`src/rtl/ascon_block_sequencer.sv`:
```
// ascon_block_sequencer: control FSM for the ASCON-128 datapath.
// Sequences init, AD, PT and finalization phases and their strobes.
module ascon_block_sequencer #(
   parameter int NB_AD = 1,
   parameter int NB_PT = 4
) (
   input  logic       clock_i,
   input  logic       resetb_i,
   input  logic       start_i,
   input  logic       data_valid_i,
   output logic       data_req_o,
   output logic       init_state_o,
   output logic       perm_en_o,
   output logic [3:0] round_o,
   output logic [2:0] block_o,
   output logic       xor_data_o,
   output logic       xor_key_begin_o,
   output logic       xor_key_end_o,
   output logic       domain_sep_o,
   output logic       cipher_valid_o,
   output logic       busy_o,
   output logic       done_o
);

   typedef enum logic [2:0] {
      S_IDLE,
      S_INIT,
      S_AD_WAIT,
      S_AD_PERM,
      S_PT_WAIT,
      S_PT_PERM,
      S_FINAL,
      S_DONE
   } state_t;

   localparam logic [2:0] AD_LAST = 3'((NB_AD > 0) ? NB_AD - 1 : 0);
   localparam logic [2:0] PT_LAST = 3'(NB_PT - 1);
   localparam logic [3:0] R_LAST  = 4'd11;
   localparam logic [3:0] R_PB    = 4'd6;

   state_t     state_q, state_d;
   logic [3:0] round_q, round_d;
   logic [2:0] block_q, block_d;

   always_comb begin
      state_d         = state_q;
      round_d         = round_q;
      block_d         = block_q;
      data_req_o      = 1'b0;
      init_state_o    = 1'b0;
      perm_en_o       = 1'b0;
      xor_data_o      = 1'b0;
      xor_key_begin_o = 1'b0;
      xor_key_end_o   = 1'b0;
      domain_sep_o    = 1'b0;
      cipher_valid_o  = 1'b0;
      done_o          = 1'b0;
      unique case (state_q)
         S_IDLE: begin
            // gated so no strobe escapes while reset is held
            init_state_o = start_i & resetb_i;
            if (start_i) begin
               state_d = S_INIT;
               round_d = '0;
               block_d = '0;
            end
         end
         S_INIT: begin
            perm_en_o = 1'b1;
            round_d   = round_q + 4'd1;
            if (round_q == R_LAST) begin
               xor_key_end_o = 1'b1;
               round_d       = '0;
               if (NB_AD == 0) begin
                  domain_sep_o = 1'b1;
                  state_d      = S_PT_WAIT;
               end else begin
                  state_d = S_AD_WAIT;
               end
            end
         end
         S_AD_WAIT: begin
            data_req_o = 1'b1;
            if (data_valid_i) begin
               xor_data_o = 1'b1;
               round_d    = R_PB;
               state_d    = S_AD_PERM;
            end
         end
         S_AD_PERM: begin
            perm_en_o = 1'b1;
            round_d   = round_q + 4'd1;
            if (round_q == R_LAST) begin
               round_d = '0;
               if (block_q == AD_LAST) begin
                  domain_sep_o = 1'b1;
                  block_d      = '0;
                  state_d      = S_PT_WAIT;
               end else begin
                  block_d = block_q + 3'd1;
                  state_d = S_AD_WAIT;
               end
            end
         end
         S_PT_WAIT: begin
            data_req_o = 1'b1;
            if (data_valid_i) begin
               xor_data_o     = 1'b1;
               cipher_valid_o = 1'b1;
               if (block_q == PT_LAST) begin
                  xor_key_begin_o = 1'b1;
                  round_d         = '0;
                  state_d         = S_FINAL;
               end else begin
                  round_d = R_PB;
                  state_d = S_PT_PERM;
               end
            end
         end
         S_PT_PERM: begin
            perm_en_o = 1'b1;
            round_d   = round_q + 4'd1;
            if (round_q == R_LAST) begin
               round_d = '0;
               block_d = block_q + 3'd1;
               state_d = S_PT_WAIT;
            end
         end
         S_FINAL: begin
            perm_en_o = 1'b1;
            round_d   = round_q + 4'd1;
            if (round_q == R_LAST) begin
               xor_key_end_o = 1'b1;
               round_d       = '0;
               state_d       = S_DONE;
            end
         end
         S_DONE: begin
            done_o  = 1'b1;
            round_d = '0;
            block_d = '0;
            state_d = S_IDLE;
         end
         default: begin
            state_d = S_IDLE;
            round_d = '0;
            block_d = '0;
         end
      endcase
   end

   always_ff @(posedge clock_i or negedge resetb_i) begin
      if (!resetb_i) begin
         state_q <= S_IDLE;
         round_q <= '0;
         block_q <= '0;
      end else begin
         state_q <= state_d;
         round_q <= round_d;
         block_q <= block_d;
      end
   end

   assign round_o = round_q;
   assign block_o = block_q;
   assign busy_o  = (state_q != S_IDLE);

endmodule

```
`config.mk`:
```
export PLATFORM = sky130hd
export DESIGN_NAME = ascon_block_sequencer
export DESIGN_NICKNAME = d
export VERILOG_FILES = /design/src/rtl/ascon_block_sequencer.sv
export SDC_FILE = /design/constraint.sdc
export NUM_CORES = 1
export LEC_CHECK = 0
export CAP_MARGIN = 20
export CORE_UTILIZATION = 50
export CTS_CLUSTER_DIAMETER = 40
export DETAILED_ROUTE_END_ITERATION = 8
export GPL_TIMING_DRIVEN = 0
export PLACE_DENSITY = 0.82
export SYNTH_ARGS = -nofsm -noshare
export SYNTH_HDL_FRONTEND = slang
export SYNTH_SLANG_ARGS = --single-unit
```
`constraint.sdc`:
```
create_clock -name clock_i -period 4.69 [get_ports clock_i]
set_input_delay 0.938 -clock clock_i [delete_from_list [all_inputs] [get_ports clock_i]]
set_output_delay 0.938 -clock clock_i [all_outputs]
set_load 0.005 [all_outputs]
```
# == After elaboration in Yosys (flattened, before gate mapping) ==
# Index checks and enable logic that the tools add are counted.
# word_totals
register_bits,10
in_bits,4
out_inout_bits,17
word_cells,68
# classes
add_sub_neg,2
n_eq_ne,16
n_mux,36
bitwise_logic,1
reduce_logical,10
# ops
cell,n
$mux W3,13
$pmux W3 S8,1
$pmux W4 S5,1
$mux W4,4
$mux W1,15
$ne A2 B2 Y1 const B,7
$eq A3 B3 Y1 const B,4
$pmux W3 S4,1
$eq A3 B2 Y1 const B,3
$reduce_and A7 Y1,1
$logic_not A3 Y1,2
$add A4 B1 Y4 const B,1
$eq A4 B4 Y1 const B,1
$reduce_and A4 Y1,1
$reduce_bool A4 Y1,1
$reduce_or A2 Y1,2
$reduce_or A4 Y1,1
$add A3 B1 Y3 const B,1
$eq A3 B1 Y1 const B,1
$reduce_and A3 Y1,1
$reduce_bool A3 Y1,1
$mux W2,1
$and A1 B1 Y1,1

# == Longest topological paths before layout ==
# logic_depth
ltp_word,4
depth_mapped,6
mapped_depth_nobuf,6

# == Worst setup path after synthesis ==
# Ideal clock, no wire load.
# synth_path
kind,in2out
from,in data_valid_i
to,out xor_key_begin_o
t_arrival_ns,1.325
required_time_ns,3.752
setup_slack_ns,2.427
path_stages,2
path_buffers,0
path_cell_list,and4bb_1 and2_1
# synth_via
elab_chain_cells,2
# synth_lines
item,line_no,text
from (decl),10,"input logic data_valid_i,"
$mux W1,107,if (data_valid_i) begin
$mux W1,58,unique case (state_q)
to (decl),17,"output logic xor_key_begin_o,"
# No other way between the ends.

# == Worst setup path in the final report ==
# layout_path
from,in resetb_i
to,out init_state_o
# layout_via
elab_chain_cells,2
# layout_lines
item,line_no,text
from (decl),8,"input logic resetb_i,"
$and A1 B1 Y1,61,init_state_o = start_i & resetb_i;
$mux W1,58,
to (decl),12,"output logic init_state_o,"
# No other way between the ends.

==> summary.txt <==
Routing
  • Iteration count of the initial detailed-routing pass: 4
  • Remaining antenna violation count: 0
  • Final WL: roughly 1.8 mm
  • Routed WL per cell: 13.8 µm
  • Vias per inst: between 5 and 6
  • Routed vias: 739
  • Drt first-iter violations: 19
  • Drt drc: 0

Die
  • Die height: slightly above 40 µm
  • DIE WIDTH: roughly 41 µm
  • Std cell rows: 13
  • Die ar.: between 1500 and 2000 µm²
  • Top-level I/O count: 21
  • Core area: approximately 1400 µm²
  • Initial Util: 0.568

Clock network
  • Clock slew at reported path FFs: roughly 0.060 ns
  • Clk buf depth: 2
  • CTS buffer count: 3
  • Worst-skew pair later-pin latency: 0.26 ns
  • # resized after CTS: 0
  • CTS Root Buffer Type: clkbuf_4
  • Num Clock Sinks: 10
  • Post-CTS Setup Bufs: 0
  • CTS tree: yes
  • CTS HTree Levels: 1
  • Post-CTS Hold Buffers: 0

Worst setup path
  • CP required: between 3 and 4 ns
  • Critical path class: in2out
  • Reg-to-Reg End: block_o[0]
  • CP Capture Type: output port
  • Crit path launch type: primary input
  • R2R Setup Slk: 2.90 ns
  • R2r worst-path depth: 5
  • R2R Path Start: round_o[0]
  • Worst Path Arrival: roughly 2.4 ns
  • Worst Path Max Fanout: 11

Global routing
  • Global route hottest layer: met2
  • Initial antenna violation count: 0
  • Pin count of the biggest net entering global routing: 12
  • Met3 Usage GRT: 0.0638
  • Met1 GRT Util: 0.285
  • Met2 Track Usage GR: 0.422
  • GR Overflow Total: 0
  • Global-route usage over all layers: 0.240
  • Vias in the first global route: 612
  • First-pass GRT wire length: 2.62 mm

Min path
  • Hold endpoint: round_o[0]
  • Min-Delay Startpoint: round_o[0]
  • Worst hold stages: 1
  • Hold crit path type: reg2reg

Timing
  • RSZ-0062 raised after global routing: no
  • Hold WS: 0.535 ns
  • Setup TNS: 0 ns
  • Worst slew margin: 0.663
  • Slew Viols, Final: 0
  • Final Hold Viols: 0
  • Setup violators final: 0
  • Final setup margin: between 1 and 1.5 ns
  • Final Cycle Share: 0.715
  • Post-route minimum period: 3.35 ns
  • Skew final: ~0.0073 ns
  • Fmax: 0.298 GHz
  • Worst slew pin tran: around 0.50 ns

Power
  • Seq pwr share: 0.241
  • Sw frac: 0.435
  • Logic pwr share: 0.668
  • Clk pwr share: 0.092
  • Leakage: about 0.43 nW
  • Maximum vdd ir drop: approximately 0.00035 V
  • Psw: around 0.00027 W
  • Cell Pwr Density: approximately 620 nW/µm²
  • Internal Power: ~0.00036 W

Synthesis
  • EDFF count, synth: 0
  • Cell Area, Synth: 776 µm²
  • Synth async-reset ratio: 1.00
  • Yosys cell types: 39
  • Post-Syn Nets: just under 100
  • FF+latch count, synth: 10
  • Prevailing post-synth register cell: dfrtp_1
  • Syn Inst Count: 89
  • Ys Warns: 0
  • Syn Area/Cell: between 8 and 9 µm²
  • Post-synthesis sequential area ratio: 0.323

Finish
  • Diode count: 0
  • Proportion of layout cells with a drive suffix above 1: 0.116
  • # fillers: roughly 110
  • NumNets Final: 122
  • Area Growth Syn to Fin: 31.1%
  • Area occupied by multi-input gates: roughly 480 µm²
  • Post-route cell area: between 1000 and 1500 µm²
  • Final core utilization: 0.745
  • Sequential cell area: roughly 250 µm²

Place
  • Dpl hpwl: 1.33 mm
  • Post-place instance area: 995 µm²
  • Routability cong.: roughly 0.84
  • Number of buffers added on ports: 20
  • Place WS: roughly 1.3 ns

Flow run
  • Max-cap viol count: 0

Run status
  • Status: completed
==> kinds of logic (layout without fill, tap and decap cells) <==
| kind of cell | Yosys count | after routing | synth area share |
|---|---|---|---|
| simple gates | 40 | 40 | 0.287 |
| compound gates | 21 | 21 | 0.213 |
| flops | 10 | 10 | 0.323 |
| buf+inv | 10 | 33 | 0.0629 |
| fa+ha+maj | 4 | 4 | 0.0645 |
| xor+xnor | 2 | 2 | 0.0226 |
| mux | 2 | 2 | 0.0274 |
==> final cells by class <==
class,instances,area share
Buffer,5,0.0295
Sequential cell,10,0.246
Clock buffer,3,0.0221
Multi-Input combinational cell,69,0.469
Tap cell,15,0.0185
Timing Repair Buffer,20,0.197
Inverter,5,0.0185
==> per-stage QoR <==
stage               cells  total power (W)
floorplan              89         0.000434
global placement      124         0.000560
detailed placement    124         0.000572
CTS                   127         0.000634
global route          127         0.000682
finish                127         0.000630
==> Yosys cell counts, types with 2 or more instances <==
| cell | n | area [µm²] |
|---|---|---|
| and3_1 | 2 | 12.5 |
| o21ai_1 | 4 | 20.0 |
| dfrtp_1 | 10 | 250 |
| and2_1 | 3 | 18.8 |
| nand3_1 | 8 | 40.0 |
| buf_2 | 3 | 15.0 |
| nand2b_1 | 2 | 12.5 |
| ha_1 | 4 | 50.1 |
| nand2_1 | 8 | 30.0 |
| inv_1 | 5 | 18.8 |
| o21ai_0 | 3 | 15.0 |
| a21oi_1 | 2 | 10.0 |
| nor2_1 | 8 | 30.0 |
| o22ai_1 | 2 | 12.5 |
==> per-layer routing <==
layer,up-vias,part of all wire
met5,-,0
met4,0,0.0057
li1,368,-
met2,24,0.50
met3,2,0.052
met1,345,0.44
==> worst max-delay path: stages <==
cell             delay, ns
clkdlybuf4s50_1       0.78
nand2_1               0.10
nor2_1                0.09
clkdlybuf4s50_1       0.50
==> power groups by stage <==
stage | logic (W) | registers [W] | clock network, W
global route | 0.000462 | 0.000156 | 0.0000645
finish | 0.000421 | 0.000152 | 0.0000578
CTS | 0.000423 | 0.000152 | 0.0000602
detailed placement | 0.000420 | 0.000153 | 0
global placement | 0.000409 | 0.000151 | 0
floorplan | 0.000284 | 0.000149 | 0
==> worst max-delay path by stage <==
stage	from	end	slack (ns)	cells past startpoint
after floorplan	data_valid_i	xor_key_begin_o	2.43	2
after global placement	resetb_i	init_state_o	1.32	4
after detailed placement	resetb_i	init_state_o	1.30	4
after CTS	resetb_i	init_state_o	1.30	4
after global routing	resetb_i	init_state_o	1.13	4
final	resetb_i	init_state_o	1.34	4
==> sequential cells by signal, indices dropped and copies added (netlist names) <==
signal and count:
round_o 4, block_o 3, state_q 3
==> placed cells by master, fill, tap and decap left out, types with 2 or more instances in the layout <==
cell type / synthesis / final
and2_1: 3 / 3
nand2_1: 8 / 8
nand2b_1: 2 / 2
dfrtp_1: 10 / 10
a21oi_1: 2 / 2
clkbuf_4: 0 / 3
ha_1: 4 / 4
and3_1: 2 / 2
inv_1: 5 / 5
nand3_1: 8 / 8
clkdlybuf4s50_1: 0 / 20
nor2_1: 8 / 8
o21ai_0: 3 / 3
buf_2: 3 / 3
o22ai_1: 2 / 2
o21ai_1: 4 / 4
(Power assumes the default switching activity.)
